`src/rtl/gain_ramp_controller_pkg.sv`:
```
// Shared definitions for the gain ramp controller and the filter-bank amplifier:
// handshake state encoding, gain range helpers and packed-vector slicing.
package gain_ramp_controller_pkg;

    typedef enum logic [0:0] {
        HS_IDLE   = 1'b0,
        HS_COMMIT = 1'b1
    } hs_state_e;

    function automatic int unity_gain(input int frac_bits);
        return 32'sd1 << frac_bits;
    endfunction

    function automatic int gain_max(input int gain_bits);
        return (32'sd1 << (gain_bits - 32'sd1)) - 32'sd1;
    endfunction

    function automatic int gain_min(input int gain_bits);
        return -(32'sd1 << (gain_bits - 32'sd1));
    endfunction

    // LSB position of channel ch inside a packed gain vector
    function automatic int gain_lsb(input int ch, input int gain_bits);
        return ch * gain_bits;
    endfunction

endpackage

```
`src/rtl/gain_ramp_channel.sv`:
```
// One channel of the gain ramp: holds target and applied gain, steps applied one
// LSB toward target on each tick and reports equality of the next state.
module gain_ramp_channel
    import gain_ramp_controller_pkg::*;
#(
    parameter int GAIN_BITS      = 2,
    parameter int GAIN_FRAC_BITS = 0
) (
    input  logic                 clk,
    input  logic                 rst,
    input  logic                 commit_we,
    input  logic [GAIN_BITS-1:0] commit_gain,
    input  logic                 tick,
    output logic [GAIN_BITS-1:0] applied,
    output logic                 equal_next
);

    localparam logic [GAIN_BITS-1:0] UNITY_C = GAIN_BITS'(unity_gain(GAIN_FRAC_BITS));
    localparam logic [GAIN_BITS-1:0] ONE_C   = {{(GAIN_BITS-1){1'b0}}, 1'b1};

    logic [GAIN_BITS-1:0] target_r;
    logic [GAIN_BITS-1:0] applied_r;
    logic [GAIN_BITS-1:0] target_nxt_s;
    logic [GAIN_BITS-1:0] applied_nxt_s;

    // Next-state: the step compares against the pre-commit target, so a commit in
    // a tick cycle only takes effect from the following tick.
    always_comb begin
        target_nxt_s  = target_r;
        applied_nxt_s = applied_r;
        if (commit_we) begin
            target_nxt_s = commit_gain;
        end else begin
            target_nxt_s = target_r;
        end
        if (tick) begin
            if ($signed(applied_r) < $signed(target_r)) begin
                applied_nxt_s = applied_r + ONE_C;
            end else if ($signed(applied_r) > $signed(target_r)) begin
                applied_nxt_s = applied_r - ONE_C;
            end else begin
                applied_nxt_s = applied_r;
            end
        end else begin
            applied_nxt_s = applied_r;
        end
        equal_next = (applied_nxt_s == target_nxt_s);
    end

    // Target and applied gain registers
    always_ff @(posedge clk) begin
        if (rst) begin
            target_r  <= UNITY_C;
            applied_r <= UNITY_C;
        end else begin
            target_r  <= target_nxt_s;
            applied_r <= applied_nxt_s;
        end
    end

    assign applied = applied_r;

endmodule

```
`src/rtl/gain_ramp_controller.sv`:
```
// Accepts gain/enable writes over valid/ready, commits them to per-channel targets
// and drives the ramped gain vector, amplifier enable and settled flag.
module gain_ramp_controller
    import gain_ramp_controller_pkg::*;
#(
    parameter int NUMBER_OF_FILTERS = 8,
    parameter int GAIN_BITS         = 2,
    parameter int GAIN_FRAC_BITS    = 0,
    parameter int CH_BITS           = 3
) (
    input  logic                                   clk,
    input  logic                                   rst,
    input  logic                                   sample_tick,
    input  logic                                   cfg_valid,
    output logic                                   cfg_ready,
    input  logic                                   cfg_all,
    input  logic [CH_BITS-1:0]                     cfg_ch,
    input  logic [GAIN_BITS-1:0]                   cfg_gain,
    input  logic                                   cfg_en,
    output logic [NUMBER_OF_FILTERS*GAIN_BITS-1:0] gains,
    output logic                                   amp_en,
    output logic                                   settled
);

    hs_state_e                    state_r;
    logic                         cfg_ready_r;
    logic                         pend_all_r;
    logic                         pend_en_r;
    logic [CH_BITS-1:0]           pend_ch_r;
    logic [GAIN_BITS-1:0]         pend_gain_r;
    logic                         amp_en_req_r;
    logic                         amp_en_r;
    logic                         settled_r;
    logic                         accept_s;
    logic                         commit_s;
    logic [NUMBER_OF_FILTERS-1:0] commit_we_s;
    logic [NUMBER_OF_FILTERS-1:0] equal_next_s;

    assign accept_s = cfg_valid & cfg_ready_r;
    assign commit_s = (state_r == HS_COMMIT);

    // Commit write-enable decode; an out-of-range channel matches nothing
    always_comb begin
        commit_we_s = '0;
        for (int i = 0; i < NUMBER_OF_FILTERS; i++) begin
            if (commit_s && (pend_all_r || (pend_ch_r == CH_BITS'(i)))) begin
                commit_we_s[i] = 1'b1;
            end else begin
                commit_we_s[i] = 1'b0;
            end
        end
    end

    for (genvar g = 0; g < NUMBER_OF_FILTERS; g++) begin : g_ch
        localparam int LSB = gain_lsb(g, GAIN_BITS);
        gain_ramp_channel #(
            .GAIN_BITS     (GAIN_BITS),
            .GAIN_FRAC_BITS(GAIN_FRAC_BITS)
        ) u_ch (
            .clk        (clk),
            .rst        (rst),
            .commit_we  (commit_we_s[g]),
            .commit_gain(pend_gain_r),
            .tick       (sample_tick),
            .applied    (gains[LSB +: GAIN_BITS]),
            .equal_next (equal_next_s[g])
        );
    end

    // Handshake FSM, pending request, enable sequencing and settled flag
    always_ff @(posedge clk) begin
        if (rst) begin
            state_r      <= HS_IDLE;
            cfg_ready_r  <= 1'b1;
            pend_all_r   <= 1'b0;
            pend_en_r    <= 1'b0;
            pend_ch_r    <= '0;
            pend_gain_r  <= '0;
            amp_en_req_r <= 1'b0;
            amp_en_r     <= 1'b0;
            settled_r    <= 1'b1;
        end else begin
            case (state_r)
                HS_IDLE: begin
                    if (accept_s) begin
                        pend_all_r  <= cfg_all;
                        pend_en_r   <= cfg_en;
                        pend_ch_r   <= cfg_ch;
                        pend_gain_r <= cfg_gain;
                        state_r     <= HS_COMMIT;
                        cfg_ready_r <= 1'b0;
                    end else begin
                        state_r     <= HS_IDLE;
                        cfg_ready_r <= 1'b1;
                    end
                end
                HS_COMMIT: begin
                    amp_en_req_r <= pend_en_r;
                    state_r      <= HS_IDLE;
                    cfg_ready_r  <= 1'b1;
                end
                default: begin
                    state_r     <= HS_IDLE;
                    cfg_ready_r <= 1'b1;
                end
            endcase
            // Enable moves only on a sample boundary, using the pre-commit request
            if (sample_tick) begin
                amp_en_r <= amp_en_req_r;
            end else begin
                amp_en_r <= amp_en_r;
            end
            settled_r <= &equal_next_s;
        end
    end

    assign cfg_ready = cfg_ready_r;
    assign amp_en    = amp_en_r;
    assign settled   = settled_r;

endmodule

```
`config.mk`:
```
export PLATFORM = sky130hd
export DESIGN_NAME = gain_ramp_controller
export DESIGN_NICKNAME = d
export VERILOG_FILES = /design/src/rtl/gain_ramp_controller_pkg.sv /design/src/rtl/gain_ramp_channel.sv /design/src/rtl/gain_ramp_controller.sv
export SDC_FILE = /design/constraint.sdc
export NUM_CORES = 1
export LEC_CHECK = 0
export CORE_MARGIN = 3
export CORE_UTILIZATION = 55
export CTS_CLUSTER_SIZE = 10
export DETAILED_ROUTE_END_ITERATION = 8
export HOLD_SLACK_MARGIN = 0.02
export PLACE_DENSITY = 0.85
export SLEW_MARGIN = 25
export SYNTH_ARGS = -nofsm -noshare
export SYNTH_HDL_FRONTEND = slang
export SYNTH_SLANG_ARGS = --single-unit
```
`constraint.sdc`:
```
create_clock -name clk -period 2.9 [get_ports clk]
set_input_delay 0.725 -clock clk [delete_from_list [all_inputs] [get_ports clk]]
set_output_delay 0.725 -clock clk [all_outputs]
set_load 0.01 [all_outputs]
```
==> results of run 1 <==
## synth_stat cells
master    instances
a211o_1           1
a211oi_1          6
a21oi_1           2
a31o_1            1
a31oi_1           1
and2_1            6
buf_2             3
buf_4             1
clkbuf_1          7
clkbuf_2          1
dfxtp_1          44
fa_1              8
ha_1             16
inv_1            21
mux2_2            1
mux2i_1          25
nand2_1          13
nand2_2           2
nand2_4           1
nand2b_1         17
nand3_1           4
nand3b_1          1
nand4_1           2
nand4b_1          2
nor2_1           24
nor2b_1           5
nor3_1            1
nor3b_1           1
nor4_1            3
o21ai_0          12
o21ai_1           1
o21ai_2           3
o31a_1            1
or2_2             1
xnor2_1          15
xor2_1           16
## how the worst min path moves through the flow
stage	slack (ps)	from	to	depth (start not counted)
after CTS	530	pend_en_r$_SDFFE_PP0P_	pend_en_r$_SDFFE_PP0P_	2
after global routing	570	pend_en_r$_SDFFE_PP0P_	amp_en_req_r$_SDFFE_PP0P_	2
after global placement	490	pend_en_r$_SDFFE_PP0P_	pend_en_r$_SDFFE_PP0P_	2
after floorplan	460	amp_en_req_r$_SDFFE_PP0P_	amp_en_req_r$_SDFFE_PP0P_	2
final	520	pend_en_r$_SDFFE_PP0P_	pend_en_r$_SDFFE_PP0P_	2
after detailed placement	510	pend_en_r$_SDFFE_PP0P_	pend_en_r$_SDFFE_PP0P_	2
## per-layer routing
metal	up-vias	routed length, µm	global-route usage [%]
met5	-	0	0
met1	900	2188	24.28
met4	0	63	6.640
li1	920	-	-
met2	24	2610	35.24
met3	6	142	4.514
## cells in the final DEF, fill, tap and decap left out, drive strengths merged, types with 3 or more instances in the layout
master / count
o21ai: 16
nor4: 3
nand3: 4
dfxtp: 44
nand2b: 17
nor2b: 5
mux2i: 25
buf: 4
xor2: 16
clkbuf: 6
inv: 21
nand2: 16
and2: 6
xnor2: 15
fa: 8
nor2: 24
ha: 16
a211oi: 6
clkdlybuf4s50: 29
## report_power, final
group,switching (mW),internal [mW],total [mW]
logic,0.622,0.619,1.24
clock network,0.206,0.190,0.396
registers,0.132,0.709,0.842
## sequential cells by signal, indices dropped and copies added (netlist names)
name / flops
g_ch.u_ch.applied: 16
g_ch.u_ch.target_r: 16
pend_ch_r: 3
pend_gain_r: 2
amp_en: 1
amp_en_req_r: 1
cfg_ready: 1
commit_s: 1
pend_all_r: 1
pend_en_r: 1
settled: 1
## critical path: cells and delay by family, from the launching register on
family / cells / cell delay (ps)
xor gates and xnor gates: 2 / 400
AOI/OAI and AO/OA: 3 / 550
adders and majority gates: 2 / 610
DFF: 1 / 380
buffers and inverters: 1 / 90
and+or+nand+nor: 2 / 490
## final cells by class
class                      instances  area, µm²  area share [%]
timing repair buffer              33      320.3           10.89
clock buffer                       6      82.58           2.809
inverter                          21      78.83           2.681
multi-input combinational        192       1505           51.19
clock inverter                     2      10.01          0.3404
tap                               50      62.56           2.128
sequential                        44      880.8           29.96
## kinds of logic after synthesis
logic type | count (synthesis) | synth area share, %
AO/OA/AOI/OAI | 28 | 7.104
adder cells (fa/ha/maj) | 24 | 14.31
AND/OR/NAND/NOR | 83 | 17.19
multiplexers | 26 | 10.38
XOR/XNOR | 31 | 10.78
buffers and inverters | 33 | 5.266
flip-flops | 44 | 34.97
==> run metrics, run 1 <==
status finished clean; Post-DP HPWL 3793 µm; Area Growth Syn to Fin 16.74%; Power, Total 2.479 mW; Crit Path Class reg -> reg; TritonCTS clock tree built; number of hold buffers added after cts 0; r2r endpoint settled$_SDFF_PP1_; Setup WS pre-CTS 103.7 ps; drt wl/cell 14.38 µm; Post-Syn Nets 304; n_diodes 0; YS warnings 0; DRT iter0 DRCs 71; Setup crit start g_ch[3].u_ch.applied[0]$_SDFF_PP1_; relative max-transition margin 55.53%; Post-Syn Area 2519 µm²; detailed-route DRC error count 0; worst-margin pin slew 665.0 ps; H-tree depth 2; TritonRoute pass-1 iters 4; mean number of vias per cell 5.316; total track usage 20.16%; Max-Cap Viols 0; Final ANT Viol Nets 0; Reg2Reg Setup Slack 310 ps; die height 73.67 µm; max incr delay on CP 400 ps; fin. max-slew vios 0; Die ar. 5427 µm²; ratio of final minimum period to clock period 89.29%; TritonCTS Buffers 5; CORE AREA 4202 µm²; Max VDD drop 0.0004731 V; vias 1850; global-route wire length before repair 8349 µm; vias in the first global route 1806; Core Rows 23; Leakage Power 1.296 nW; Netlist cell types 36; PortBufs 29; CP max-delay cell fa_1; GRT Residual Overflow 0; Final Cell Area 2940 µm²; largest net degree at the start of global routing 19; Worst setup EP type flop; clock transition at the registers of the reported paths 80 ps; RSZ-0062 raised after global routing no; Worst Hold Class reg -> reg; # setup viols final 0; Final Non-Filler Cells 348; reg2reg start g_ch[3].u_ch.applied[0]$_SDFF_PP1_; Cell Chain, Critical Path inv_1, ha_1, fa_1, a211oi_1, o21ai_0, xor2_1, xnor2_1, nand4_1, nor4_1, a31o_1; CTS root buffer clkbuf_8; cell taking the most area after synthesis dfxtp_1; Critical Path End settled$_SDFF_PP1_; die width 73.67 µm; Max Fclk 0.3862 GHz; Post-Route WL 5005 µm; CP Launch Type flop; hold slack 522.4 ps; Cells after Synth 269; CP required 3150 ps; cells on worst reg2reg path 10; Fillers 336; Seq/Total Area, Yosys 34.97%; CTS resizes 0; post-layout min period 2590 ps; Core Util, Final 69.98%; Mean Syn Cell Area 9.363 µm²; Inst Count DP 340; Final WS setup 310.5 ps; # IOs 30; fraction of layout instances using a drive strength above 1 6.711%; nets@finish 332; Setup Skew 4.897 ps; synth top area cells dfxtp_1, mux2i_1, ha_1; gpl congestion 0.8210; initial antenna violation count 0; share of the synthesized area in the top cell type 34.97%; Clk Latency, worst-skew pair 300 ps; Initial Util 59.95%; Longest Clk Path Bufs 2; placed inst area 2848 µm²; Clock Sinks 44; Worst EP arrival 2840 ps; FF+latch count, synth 44; final hold violations 0; post-CTS setup buffer count 0; PwrDens 843.2 nW/µm²; Setup TNS Final 0 ps; worst-path maximum fanout 4
Note: power is estimated with default switching activity, not from simulation.
==> run 2, diff against run 1 <==
--- a/config.mk
+++ b/config.mk
@@ -6,11 +6,11 @@
 export NUM_CORES = 1
 export LEC_CHECK = 0
 export CORE_MARGIN = 3
-export CORE_UTILIZATION = 55
+export CORE_UTILIZATION = 50
 export CTS_CLUSTER_SIZE = 10
 export DETAILED_ROUTE_END_ITERATION = 8
 export HOLD_SLACK_MARGIN = 0.02
-export PLACE_DENSITY = 0.85
+export PLACE_DENSITY = 0.82
 export SLEW_MARGIN = 25
 export SYNTH_ARGS = -nofsm -noshare
 export SYNTH_HDL_FRONTEND = slang
==> constraint.sdc (replaced) <==
create_clock -name clk -period 2.12 [get_ports clk]
set_input_delay 0.53 -clock clk [delete_from_list [all_inputs] [get_ports clk]]
set_output_delay 0.53 -clock clk [all_outputs]
set_load 0.01 [all_outputs]
==> run metrics, run 2 (synthesis gave the netlist of run 1 again) <==
status complete, but fails checks; failing checks setup timing; fin. max-slew vios 0 (unchanged); DRT iter0 DRCs 67 (-5.6%); # IOs 30 (unchanged); nets@finish 376 (+13%); Inst Count DP 396 (+16%); GRT Residual Overflow 0 (unchanged); detailed-route DRC error count 0 (unchanged); CORE AREA 4786 µm² (+14%); TritonCTS Buffers 5 (unchanged); vias 1973 (+6.6%); Core Rows 25 (+8.7%); TritonCTS clock tree built; CTS root buffer clkbuf_8; Clk Latency, worst-skew pair 300 ps (about the same); TritonRoute pass-1 iters 4 (unchanged); ratio of final minimum period to clock period 105.7% (+16 points); critical path's top delay family compound AO/OA/AOI/OAI gates; WP buf/inv 1 (unchanged); Worst EP arrival 2480 ps (-360 ps); Max-Cap Viols 0 (unchanged); final hold violations 0 (unchanged); Area Growth Syn to Fin 36.16%; largest net degree at the start of global routing 26 (+7); n_diodes 0 (unchanged); RSZ-0062 raised after global routing yes; most common cell after layout, fill and taps aside buf_4; Final ANT Viol Nets 0 (unchanged); mean number of vias per cell 4.824 (-9.3%); die height 76.98 µm (+4.5%); Cell Chain, Critical Path inv_2, ha_4, fa_2, a211oi_2, o21ai_2, xor2_2, xnor2_1, nand4_1, nor4_2, a31o_1; die width 76.98 µm (+4.5%); initial antenna violation count 0 (unchanged); CP Launch Type flop; gpl congestion 0.7829 (-4.6%); clock transition at the registers of the reported paths 80 ps (about the same); vias in the first global route 2050 (+14%); Worst Hold Class reg -> reg; Clock Sinks 44 (unchanged); Longest Clk Path Bufs 2 (unchanged); most frequent cells in the layout buf_4, dfxtp_1, clkdlybuf4s50_1, mux2i_1, nor2_1; Leakage Power 1.522 nW (+17%); PortBufs 29 (unchanged); global-route wire length before repair 9135 µm (+9.4%); Final Non-Filler Cells 409 (+18%); Worst setup EP type flop; Max Fclk 0.4462 GHz (+16%); Final WS setup -121.3 ps (-431.8 ps); Max VDD drop 0.0006935 V (+47%); worst-path maximum fanout 3 (-1); max incr delay on CP 350 ps (-50 ps); drt wl/cell 13.23 µm (-8.0%); Initial Util 52.63% (-7.3 points); PwrDens 1212 nW/µm² (+44%); Die ar. 5925 µm² (+9.2%); Setup TNS Final -121.3 ps (-121.3 ps); post-layout min period 2241 ps (-348.2 ps); Setup Skew 5.934 ps (+1.037 ps); Post-DP HPWL 3950 µm (+4.1%); CP required 2360 ps (-790 ps); fraction of layout instances using a drive strength above 1 27.19% (+20 points); Post-Route WL 5411 µm (+8.1%); worst-margin pin slew 391.7 ps (-273.2 ps); CP max-delay cell fa_2; total track usage 19.07% (-1.1 points); relative max-transition margin 73.85% (+18 points); H-tree depth 2 (unchanged); # setup viols final 1 (+1); Crit Path Class reg -> reg; Power, Total 4.156 mW (+68%)
[run 2: final cells by class]
type	count	area, µm²
flip-flops and latches	44	888.4
multi-input cells	192	1625
repair buffers	77	663.1
well taps	67	83.83
clock buffers	8	90.09
fillers	354	1356
inverters	21	78.83
[run 2: routing by layer]
| layer | GRT usage, % | vias up | share of wire, % | wire length, µm |
|---|---|---|---|---|
| met1 | 23.13 | 928 | 44 | 2390 |
| li1 | - | 1012 | - | - |
| met2 | 34.32 | 27 | 52 | 2790 |
| met5 | 0 | - | 0 | 0 |
| met4 | 5.338 | 0 | 1.2 | 65 |
| met3 | 3.521 | 6 | 3.0 | 164 |
[run 2: power breakdown]
group | total [mW] | internal, mW | switching [mW] | leakage [nW]
combinational | 2.48 | 1.39 | 1.09 | 1.12
clock | 0.539 | 0.266 | 0.273 | 0.0455
sequential | 1.14 | 0.977 | 0.161 | 0.357
[run 2: worst register-to-register path: stages, from the launching register on]
cell      delay, ps
dfxtp_2         340
inv_2            50
ha_4            150
fa_2            350
a211oi_2        230
o21ai_2         120
xor2_2          170
xnor2_1         170
nand4_1         130
nor4_2          300
a31o_1          190
[run 2: stage by stage]
stage               hold slack, ps  worst slack [ps]  area (µm²)  utilization, %
detailed placement           493.5            -296.8        3183           66.51
CTS                          511.6            -175.1        3327           69.52
floorplan                    460.1            0.4026        2527               -
finish                       505.8            -121.3        3430           71.66
global placement             478.2            -271.7        3183           66.51
global route                 548.1            -261.8        3430           71.66
[run 2: timing repair]
item                                    CTS  global route
buffers inserted                          4             2
hold buffers                              0             0
gates resized for setup                   7            26
pin swaps                                10            17
cloned                                    0             0
endpoints found under the setup margin    1             3
[run 2: final timing paths]
check	start	endpoint	slack (ps)	cells past startpoint
max	g_ch[3].u_ch.applied[0]$_SDFF_PP1_	settled$_SDFF_PP1_	-120	10
min	amp_en$_SDFFE_PP0P_	amp_en$_SDFFE_PP0P_	510	2
max reg2reg	g_ch[3].u_ch.applied[0]$_SDFF_PP1_	settled$_SDFF_PP1_	-120	10
min reg2reg	amp_en$_SDFFE_PP0P_	amp_en$_SDFFE_PP0P_	510	2
